**config.mk**
```make
export PLATFORM = sky130hd
export DESIGN_NAME = ci_multi_counter_flat
export DESIGN_NICKNAME = d
export VERILOG_FILES = /design/src/rtl/ci_multi_counter_pkg.sv /design/src/rtl/ci_multi_counter_if.sv /design/src/rtl/ci_multi_counter_ch_counter.sv /design/src/rtl/ci_multi_counter.sv /design/src/flat_wrapper.sv
export SDC_FILE = /design/constraint.sdc
export NUM_CORES = 1
export LEC_CHECK = 0
export BUFFER_PORTS_ARGS = -buffer_cell sky130_fd_sc_hd__buf_2
export CAP_MARGIN = 20
export CORE_UTILIZATION = 56
export DETAILED_ROUTE_END_ITERATION = 8
export PLACE_DENSITY = 0.81
export SYNTH_ARGS = -nofsm -noshare
export SYNTH_HDL_FRONTEND = slang
export SYNTH_SLANG_ARGS = --single-unit
```
**constraint.sdc**
```tcl
create_clock -name clk -period 4.1 [get_ports clk]
set_input_delay 0.205 -clock clk [delete_from_list [all_inputs] [get_ports clk]]
set_output_delay 0.205 -clock clk [all_outputs]
set_load 0.1 [all_outputs]
```
**src/rtl/ci_multi_counter_pkg.sv**
```systemverilog
// Shared types and constants for the multi-channel CI one/zero counter.
package ci_pkg;

  typedef enum logic [1:0] {
    IDLE,
    ACCUM,
    DONE
  } state_e;

  localparam int CNT_W_DEF = 16;

  // One extra bit so a frame longer than COLS*ROWS is still distinguishable.
  function automatic int pix_cnt_width(input int n);
    return $clog2(n) + 1;
  endfunction

endpackage

```
**src/rtl/ci_multi_counter_if.sv**
```systemverilog
// Sample/result bus between the CI feature blocks, the counter and the histogram assembler.
interface ci_multi_counter_if import ci_pkg::*; #(
  parameter int NUM_CH = 3,
  parameter int CNT_W  = CNT_W_DEF
);

  logic                      valid_i;
  logic [NUM_CH-1:0]         ci_i;
  logic                      frame_done_i;
  logic                      busy_o;
  logic                      done_o;
  logic [NUM_CH*CNT_W-1:0]   ones_o;
  logic [NUM_CH*CNT_W-1:0]   zeros_o;
  logic                      count_err_o;
  logic [NUM_CH-1:0]         ovf_o;

  modport master (
    output valid_i, ci_i, frame_done_i,
    input  busy_o, done_o, ones_o, zeros_o, count_err_o, ovf_o
  );

  modport slave (
    input  valid_i, ci_i, frame_done_i,
    output busy_o, done_o, ones_o, zeros_o, count_err_o, ovf_o
  );

endinterface

```
**src/rtl/ci_multi_counter_ch_counter.sv**
```systemverilog
// One channel's one/zero counter pair; CI_CNT_SAT_EN selects saturate (defined) or wrap (undefined).
// Next-state values are exported so the top can latch the final counts on the frame-end edge.
module ci_ch_counter import ci_pkg::*; #(
  parameter int CNT_W = CNT_W_DEF
) (
  input  logic             clk,
  input  logic             rst,
  input  logic             clear_i,
  input  logic             inc_i,
  input  logic             bit_i,
  output logic [CNT_W-1:0] ones_d_o,
  output logic [CNT_W-1:0] zeros_d_o,
  output logic             ovf_d_o
);

  localparam logic [CNT_W-1:0] CNT_MAX = {CNT_W{1'b1}};

  logic [CNT_W-1:0] ones_q, ones_d, zeros_q, zeros_d;
  logic             ovf_q, ovf_d;
  logic [CNT_W-1:0] ones_base, zeros_base;

  function automatic logic [CNT_W-1:0] bump(input logic [CNT_W-1:0] v);
`ifdef CI_CNT_SAT_EN
    return (v == CNT_MAX) ? v : v + 1'b1;
`else
    return v + 1'b1;
`endif
  endfunction

  always_comb begin
    ones_base  = clear_i ? '0 : ones_q;
    zeros_base = clear_i ? '0 : zeros_q;
    ones_d     = ones_base;
    zeros_d    = zeros_base;
    ovf_d      = clear_i ? 1'b0 : ovf_q;
    if (inc_i) begin
      if (bit_i) begin
        ones_d = bump(ones_base);
        if (ones_base == CNT_MAX) ovf_d = 1'b1;
      end else begin
        zeros_d = bump(zeros_base);
        if (zeros_base == CNT_MAX) ovf_d = 1'b1;
      end
    end
  end

  always_ff @(posedge clk) begin
    if (!rst) begin
      ones_q  <= '0;
      zeros_q <= '0;
      ovf_q   <= 1'b0;
    end else begin
      ones_q  <= ones_d;
      zeros_q <= zeros_d;
      ovf_q   <= ovf_d;
    end
  end

  assign ones_d_o  = ones_d;
  assign zeros_d_o = zeros_d;
  assign ovf_d_o   = ovf_d;

endmodule

```
**src/rtl/ci_multi_counter.sv**
```systemverilog
// Per-frame CI one/zero counter for NUM_CH channels with frame-size check and done pulse.
// Counter wrap behaviour is selected by the CI_CNT_SAT_EN macro inside ci_ch_counter.
module ci_multi_counter import ci_pkg::*; #(
  parameter int NUM_CH = 3,
  parameter int CNT_W  = CNT_W_DEF,
  parameter int COLS   = 7,
  parameter int ROWS   = 7
) (
  input  logic clk,
  input  logic rst,
  ci_multi_counter_if.slave bus
);

  localparam int               PIX_W   = pix_cnt_width(COLS * ROWS);
  localparam logic [PIX_W-1:0] PIX_EXP = PIX_W'(COLS * ROWS);
  localparam logic [PIX_W-1:0] PIX_MAX = {PIX_W{1'b1}};

  state_e                    state_q, state_d;
  logic [PIX_W-1:0]          pix_q, pix_d;
  logic                      busy_q, busy_d, done_q, done_d, err_q, err_d;
  logic [NUM_CH*CNT_W-1:0]   ones_q, ones_d, zeros_q, zeros_d;
  logic [NUM_CH-1:0]         ovf_q, ovf_d;
  logic                      start, count;
  logic [NUM_CH*CNT_W-1:0]   ones_nxt, zeros_nxt;
  logic [NUM_CH-1:0]         ovf_nxt;

  for (genvar k = 0; k < NUM_CH; k++) begin : g_ch
    ci_ch_counter #(.CNT_W(CNT_W)) u_ch (
      .clk       (clk),
      .rst       (rst),
      .clear_i   (start),
      .inc_i     (start | count),
      .bit_i     (bus.ci_i[k]),
      .ones_d_o  (ones_nxt[k*CNT_W +: CNT_W]),
      .zeros_d_o (zeros_nxt[k*CNT_W +: CNT_W]),
      .ovf_d_o   (ovf_nxt[k])
    );
  end

  // A sample in the DONE cycle starts a new frame; the latched results stay untouched.
  always_comb begin
    start   = 1'b0;
    count   = 1'b0;
    state_d = state_q;
    pix_d   = pix_q;
    busy_d  = busy_q;
    done_d  = 1'b0;
    err_d   = err_q;
    ones_d  = ones_q;
    zeros_d = zeros_q;
    ovf_d   = ovf_q;
    case (state_q)
      ACCUM: begin
        if (bus.valid_i) begin
          count = 1'b1;
          if (pix_q != PIX_MAX) pix_d = pix_q + 1'b1;
        end
        if (bus.frame_done_i) begin
          state_d = DONE;
          busy_d  = 1'b0;
          done_d  = 1'b1;
          ones_d  = ones_nxt;
          zeros_d = zeros_nxt;
          ovf_d   = ovf_nxt;
          err_d   = (pix_d != PIX_EXP);
        end
      end
      default: begin
        if (bus.valid_i) begin
          start   = 1'b1;
          state_d = ACCUM;
          busy_d  = 1'b1;
          pix_d   = PIX_W'(1);
        end else begin
          state_d = IDLE;
          busy_d  = 1'b0;
        end
      end
    endcase
  end

  always_ff @(posedge clk) begin
    if (!rst) begin
      state_q <= IDLE;
      pix_q   <= '0;
      busy_q  <= 1'b0;
      done_q  <= 1'b0;
      err_q   <= 1'b0;
      ones_q  <= '0;
      zeros_q <= '0;
      ovf_q   <= '0;
    end else begin
      state_q <= state_d;
      pix_q   <= pix_d;
      busy_q  <= busy_d;
      done_q  <= done_d;
      err_q   <= err_d;
      ones_q  <= ones_d;
      zeros_q <= zeros_d;
      ovf_q   <= ovf_d;
    end
  end

  assign bus.busy_o      = busy_q;
  assign bus.done_o      = done_q;
  assign bus.ones_o      = ones_q;
  assign bus.zeros_o     = zeros_q;
  assign bus.count_err_o = err_q;
  assign bus.ovf_o       = ovf_q;

endmodule

```
**src/flat_wrapper.sv**
```systemverilog
// flat-port wrapper written by rule: the top's interface ports become plain ports
module ci_multi_counter_flat import ci_pkg::*;
#(
  parameter int NUM_CH = 3,
  parameter int CNT_W  = CNT_W_DEF,
  parameter int COLS   = 7,
  parameter int ROWS   = 7
)
  (clk, rst, bus_valid_i, bus_ci_i, bus_frame_done_i, bus_busy_o, bus_done_o, bus_ones_o, bus_zeros_o, bus_count_err_o, bus_ovf_o);
  ci_multi_counter_if #(.NUM_CH(NUM_CH), .CNT_W(CNT_W)) bus_i ();
  input  logic clk;
  input  logic rst;
  input wire logic [$bits(bus_i.valid_i)-1:0] bus_valid_i;
  input wire logic [$bits(bus_i.ci_i)-1:0] bus_ci_i;
  input wire logic [$bits(bus_i.frame_done_i)-1:0] bus_frame_done_i;
  output wire logic [$bits(bus_i.busy_o)-1:0] bus_busy_o;
  output wire logic [$bits(bus_i.done_o)-1:0] bus_done_o;
  output wire logic [$bits(bus_i.ones_o)-1:0] bus_ones_o;
  output wire logic [$bits(bus_i.zeros_o)-1:0] bus_zeros_o;
  output wire logic [$bits(bus_i.count_err_o)-1:0] bus_count_err_o;
  output wire logic [$bits(bus_i.ovf_o)-1:0] bus_ovf_o;
  assign bus_i.valid_i = bus_valid_i;
  assign bus_i.ci_i = bus_ci_i;
  assign bus_i.frame_done_i = bus_frame_done_i;
  assign bus_busy_o = bus_i.busy_o;
  assign bus_done_o = bus_i.done_o;
  assign bus_ones_o = bus_i.ones_o;
  assign bus_zeros_o = bus_i.zeros_o;
  assign bus_count_err_o = bus_i.count_err_o;
  assign bus_ovf_o = bus_i.ovf_o;
  ci_multi_counter #(.NUM_CH(NUM_CH), .CNT_W(CNT_W), .COLS(COLS), .ROWS(ROWS)) u_core (.clk(clk), .rst(rst), .bus(bus_i));
endmodule
```
# Word-level counts from Yosys, hierarchy flattened
# Cells that the tools add are included.
[op_classes] n_addsub=7 eq_ne=10 mux=47 bitwise=1 n_reduce_logical=3
[ops] operator="16-bit two-way mux" count=18
[ops] operator="16-bit by 1-bit adder with 16-bit output (second input constant)" count=6
[ops] operator="16-bit equality test (second input constant)" count=6
[ops] operator="7-bit two-way mux" count=5
[ops] operator="1-bit two-way mux" count=22
[ops] operator="7-bit by 1-bit adder with 7-bit output (second input constant)" count=1
[ops] operator="7-bit by 6-bit inequality test with 1-bit output (second input constant)" count=1
[ops] operator="7-bit inequality test (second input constant)" count=1
[ops] operator="2-bit two-way mux" count=2
[ops] operator="2-bit AND reduction" count=2
[ops] operator="2-bit by 1-bit equality test with 1-bit output (second input constant)" count=1
[ops] operator="2-bit inequality test (second input constant)" count=1
[ops] operator="2-bit nonzero test" count=1
[ops] operator="1-bit bitwise OR" count=1
[word_totals] reg_bits=210 in_bits=7 output_inout_bits=102 word_cells=85

# Longest topological paths before layout
[logic_depth] word_depth=7 depth_mapped=13 mapped_depth_nobuf=8

# Hierarchy
# Synthesis repeated with hierarchy kept, for this count alone.
[unflattened] hier_cells=1190 area_unflattened_um2=9800.6
[modules_own_cells] module="ci_multi_counter" instances=1 cells_each=500 area_each_um2=3973.8
[modules_own_cells] module="ci_ch_counter (u_core.g_ch[1].u_ch ...)" instances=2 cells_each=230 area_each_um2=1955.6
[modules_own_cells] module="ci_ch_counter (u_core.g_ch[0].u_ch)" instances=1 cells_each=230 area_each_um2=1915.6

# Worst setup path before layout
# OpenSTA, ideal clock, no wires.
[synth_path] path_type="reg-to-reg" startpoint="reg u_core.state_q[0]" endpoint="reg u_core.zeros_q[42] (netlist: u_core.bus.zeros_o[42])" setup_time_ps=75 arrival_time_ps=3415 required_time_ps=4025 path_slack_ps=610 path_stages_with_launch=13 n_path_buf=4 path_cell_list="dfxtp_1 -> nand2b_1 -> buf_6 -> buf_6 -> buf_2 -> nand2_1 -> clkbuf_1 -> and2_1 -> ha_1 -> nand4b_1 -> or2_1 -> or4_1 -> a31oi_1"
[synth_via] elab_chain_len=6 elab_cells_between_ends=9
[synth_rtl] element="start, declared" line="ci_multi_counter.sv:18" rtl="state_e state_q, state_d;"
[synth_rtl] element="start signal, assigned" line="ci_multi_counter.sv:93" rtl="state_q <= state_d;"
[synth_rtl] element="2-bit by 1-bit equality test with 1-bit output (*)" line="ci_multi_counter.sv:52" rtl="case (state_q)"
[synth_rtl] element="1-bit two-way mux" line="ci_multi_counter.sv:52"
[synth_rtl] element="16-bit two-way mux" line="ci_multi_counter_ch_counter.sv:32" rtl="zeros_base = clear_i ? '0 : zeros_q;"
[synth_rtl] element="16-bit by 1-bit adder with 16-bit output" line="ci_multi_counter_ch_counter.sv:26" rtl="return v + 1'b1;"
[synth_rtl] element="16-bit two-way mux" line="ci_multi_counter_ch_counter.sv:37" rtl="if (bit_i) begin"
[synth_rtl] element="16-bit two-way mux" line="ci_multi_counter_ch_counter.sv:36" rtl="if (inc_i) begin"
[synth_rtl] element="end signal, assigned" line="ci_multi_counter.sv:99" rtl="zeros_q <= zeros_d;"
[synth_rtl] element="end, declared" line="ci_multi_counter.sv:21" rtl="logic [NUM_CH*CNT_W-1:0] ones_q, ones_d, zeros_q, zeros_d;"
# Mark *: on every way between the ends. The rest lies on a longest branch, timed or not.
# A chain may end at the register's enable or synchronous reset.

# Worst setup path after layout
# Same ends and word-level chain as after synthesis.

==> results.sh <==
export IMPL_status="complete, no violations"
export IMPL_synthXorXnorAreaFrac_pct=4.93
export IMPL_powerDensity_mw_per_mm2=458
export IMPL_postCtsResizedCells=0
export IMPL_synthFlopType="dfxtp_1"
export IMPL_fmax_mhz=341
export IMPL_hold_viol_final=0
export IMPL_synth_edf_count=0
export IMPL_grt_pass1_vias=7635
export IMPL_synth_most_common_cell="dfxtp_1"
export IMPL_holdBufCountCts=0
export IMPL_port_buffers=108
export IMPL_synth_fp_nets=1076
export IMPL_synthMuxAreaShare_pct=0.338
export IMPL_fin_crit_sh_pct=71.6
export IMPL_rsz0062_at_grt="no"
export IMPL_track_usage_pct=28.4
export IMPL_grt_pass1_wl_mm=38.4
export IMPL_async_flop_share_pct=0
export IMPL_ant_nets=0
export IMPL_vias=8401
export IMPL_cp_end_kind="flip-flop"
export IMPL_drive_above_1_share_pct=14.7
export IMPL_fill_cells=1394
export IMPL_gp_congestion=0.876
export IMPL_yosys_top_cells_count="dfxtp_1 (209), o21ai_0 (98), nor2_1 (91)"
export IMPL_synth_top_family_by_area="compound AO/OA/AOI/OAI gates"
export IMPL_cts_buffers=22
export IMPL_skew_ns=0.00930
export IMPL_routed_wl_mm=24.3
export IMPL_fin_tns_setup_ns=0
export IMPL_row_count=46
export IMPL_synthCells=1062
export IMPL_yosys_warnings=0
export IMPL_ios=109
export IMPL_synth_cell_types=67
export IMPL_vias_per_cell=6.19
export IMPL_synth_top_area_cell="dfxtp_1"
export IMPL_overflow=0
export IMPL_critPathLaunchType="flip-flop"
export IMPL_cap_violations=0
export IMPL_crit_arrival_ns=3.36
export IMPL_drc_errors=0
export IMPL_p_leak_nw=3.71
export IMPL_critPathMaxFanout=33
export IMPL_clkTransAtPathRegs_ns=0.06
export IMPL_die_area_mm2=0.0170
export IMPL_hold_path_class="input port to flip-flop"
export IMPL_setup_violations=0
export IMPL_cts_num_sinks=209
export IMPL_utilization_pct=65.9
export IMPL_min_period_ns=2.93
export IMPL_hpwl_mm=15.7
export IMPL_cts_max_level=1
export IMPL_clk_latency_ns=0.50
export IMPL_nets=1142
export IMPL_ys_ff_latch=209
export IMPL_initial_core_util_pct=57.8
export IMPL_netlist_area_mm2=0.00925
export IMPL_synth_top_cells_by_area="dfxtp_1 (45%), o21ai_0 (5.3%), a21oi_1 (4.1%), nor2_1 (3.7%), xnor2_1 (2.9%)"
export IMPL_fin_hold_ws_ns=0.199
export IMPL_synth_adder_area_share_pct=0.947
export IMPL_regToRegSetupSlack_ns=1.17
export IMPL_synth_top_area_share_pct=45.3
export IMPL_grt_max_degree=81
export IMPL_initialDrtViolationCount=769
export IMPL_core_area_mm2=0.0160
export IMPL_critPathKind="flip-flop to flip-flop"
export IMPL_synthSimpleGateAreaFrac_pct=18.8
export IMPL_worstPathRequired_ns=4.53
export IMPL_num_antenna_cells=0
export IMPL_cts_tree="done"
export IMPL_synth_area_per_cell_um2=8.71
export IMPL_antenna_found_initial=0
export IMPL_die_h_um=130
export IMPL_wl_per_cell_um=17.9
export IMPL_vdd_ir_drop_max_uv=366
export IMPL_drv_slew=0
export IMPL_first_pass_iters=5
export IMPL_die_x_um=130
export IMPL_cts_path_max_buffers=3
export IMPL_worstMarginPinSlew_ns=1.12
export IMPL_postCtsSetupRepairBufs=0
export IMPL_relSlewSlack_pct=25.1
export IMPL_synth_compound_area_share_pct=25.3
export IMPL_syn2layout_area_growth_pct=14.0
export IMPL_yosysSeqAreaShare_pct=45.3
export IMPL_cts_root_buf="clkbuf_16"
==> flip-flops by register name, indices dropped and copies added, names as in the netlist <==
register and cells:
u_core.g_ch.u_ch.ovf_q 3, u_core.bus.done_o 1, u_core.state_q 2, u_core.pix_q 7, u_core.bus.ovf_o 3, u_core.g_ch.u_ch.zeros_q 48, u_core.bus.zeros_o 48, u_core.g_ch.u_ch.ones_q 48
u_core.bus.ones_o 48, u_core.bus.count_err_o 1
==> layer usage <==
layer  track usage, %  vias up  share of wire (%)
met5                0        -                  0
met4             12.4        0                3.8
met3             4.44       60                6.2
met2             44.5      306                 45
met1             38.8     3927                 45
li1                 -     4108                  -
==> layout make-up <==
| type | count | area (µm²) | area share (%) |
|---|---|---|---|
| tap | 216 | 270 | 2.56 |
| inverter | 24 | 90.1 | 0.855 |
| timing repair buffer | 120 | 631 | 5.98 |
| multi-input combinational | 751 | 4650 | 44.1 |
| sequential | 209 | 4180 | 39.7 |
| clock buffer | 32 | 639 | 6.07 |
| clock inverter | 5 | 75.1 | 0.712 |
==> cell usage in the layout (no fill, tap or decap), drive strengths merged, types with 7 or more instances in the layout <==
cell     synthesis  layout
o21ai           99      99
and2            15      15
nand2           49      49
o21a             8       8
clkbuf          66      32
or4             16      16
o31ai           17      17
and3            12      12
nand4           28      28
a2111oi         13      13
o211ai           8       8
nand3b           8       8
or3             19      19
ha               7       7
nor3            22      22
a311oi          10      10
a21oi           76      76
nor2            91      91
inv             24      24
xor2            21      21
a21boi           9       9
xnor2           31      31
nand3           46      46
dfxtp          209     209
a211oi          31      31
buf             12     120
a31oi           39      39
a2111o          11      11
==> path summary, 6_finish.rpt <==
check                        startpoint  cells after the start                             end
setup / recovery      u_core.state_q[0]                      8          u_core.bus.zeros_o[42]
hold / removal                      rst                      2  u_core.g_ch[0].u_ch.ones_q[15]
setup reg to reg      u_core.state_q[0]                      8          u_core.bus.zeros_o[42]
hold reg to reg   u_core.bus.zeros_o[0]                      2           u_core.bus.zeros_o[0]
==> through the flow <==
stage / instance area (µm²) / std cells / setup slack (ns) / total power [mW]
final: 10500 / 1357 / 1.17 / 4.82
after global routing: 10500 / 1357 / 0.942 / 4.97
after CTS: 10500 / 1357 / 1.24 / 4.84
after detailed placement: 9820 / 1320 / 1.28 / 2.88
after global placement: 9820 / 1320 / 1.34 / 2.88
after floorplan: 9250 / 1062 / 0.610 / 2.75
==> critical path, cell delays in order (launching register included) <==
cell and delay, ns:
dfxtp_1 0.40, nand2b_1 0.33, buf_4 0.38, a21boi_1 0.27, ha_1 0.21, nand4b_1 0.21
or2_1 0.34, or4_1 0.54, a31oi_1 0.17
==> kinds of logic (layout without fill, tap and decap cells) <==
group / after synthesis / in the layout
buffers and inverters: 102 / 181
xor gates and xnor gates: 52 / 52
AOI/OAI and AO/OA: 355 / 355
and+or+nand+nor: 334 / 334
muxes: 3 / 3
adders and majority gates: 7 / 7
DFF: 209 / 209
==> report_power, final <==
part | switching [mW] | internal (mW) | leakage, nW
clock network | 0.782 | 1.20 | 0.352
registers | 0.0405 | 2.09 | 1.70
logic | 0.604 | 0.103 | 1.66
total | 1.43 | 3.40 | 3.71
(Power assumes the default switching activity.)
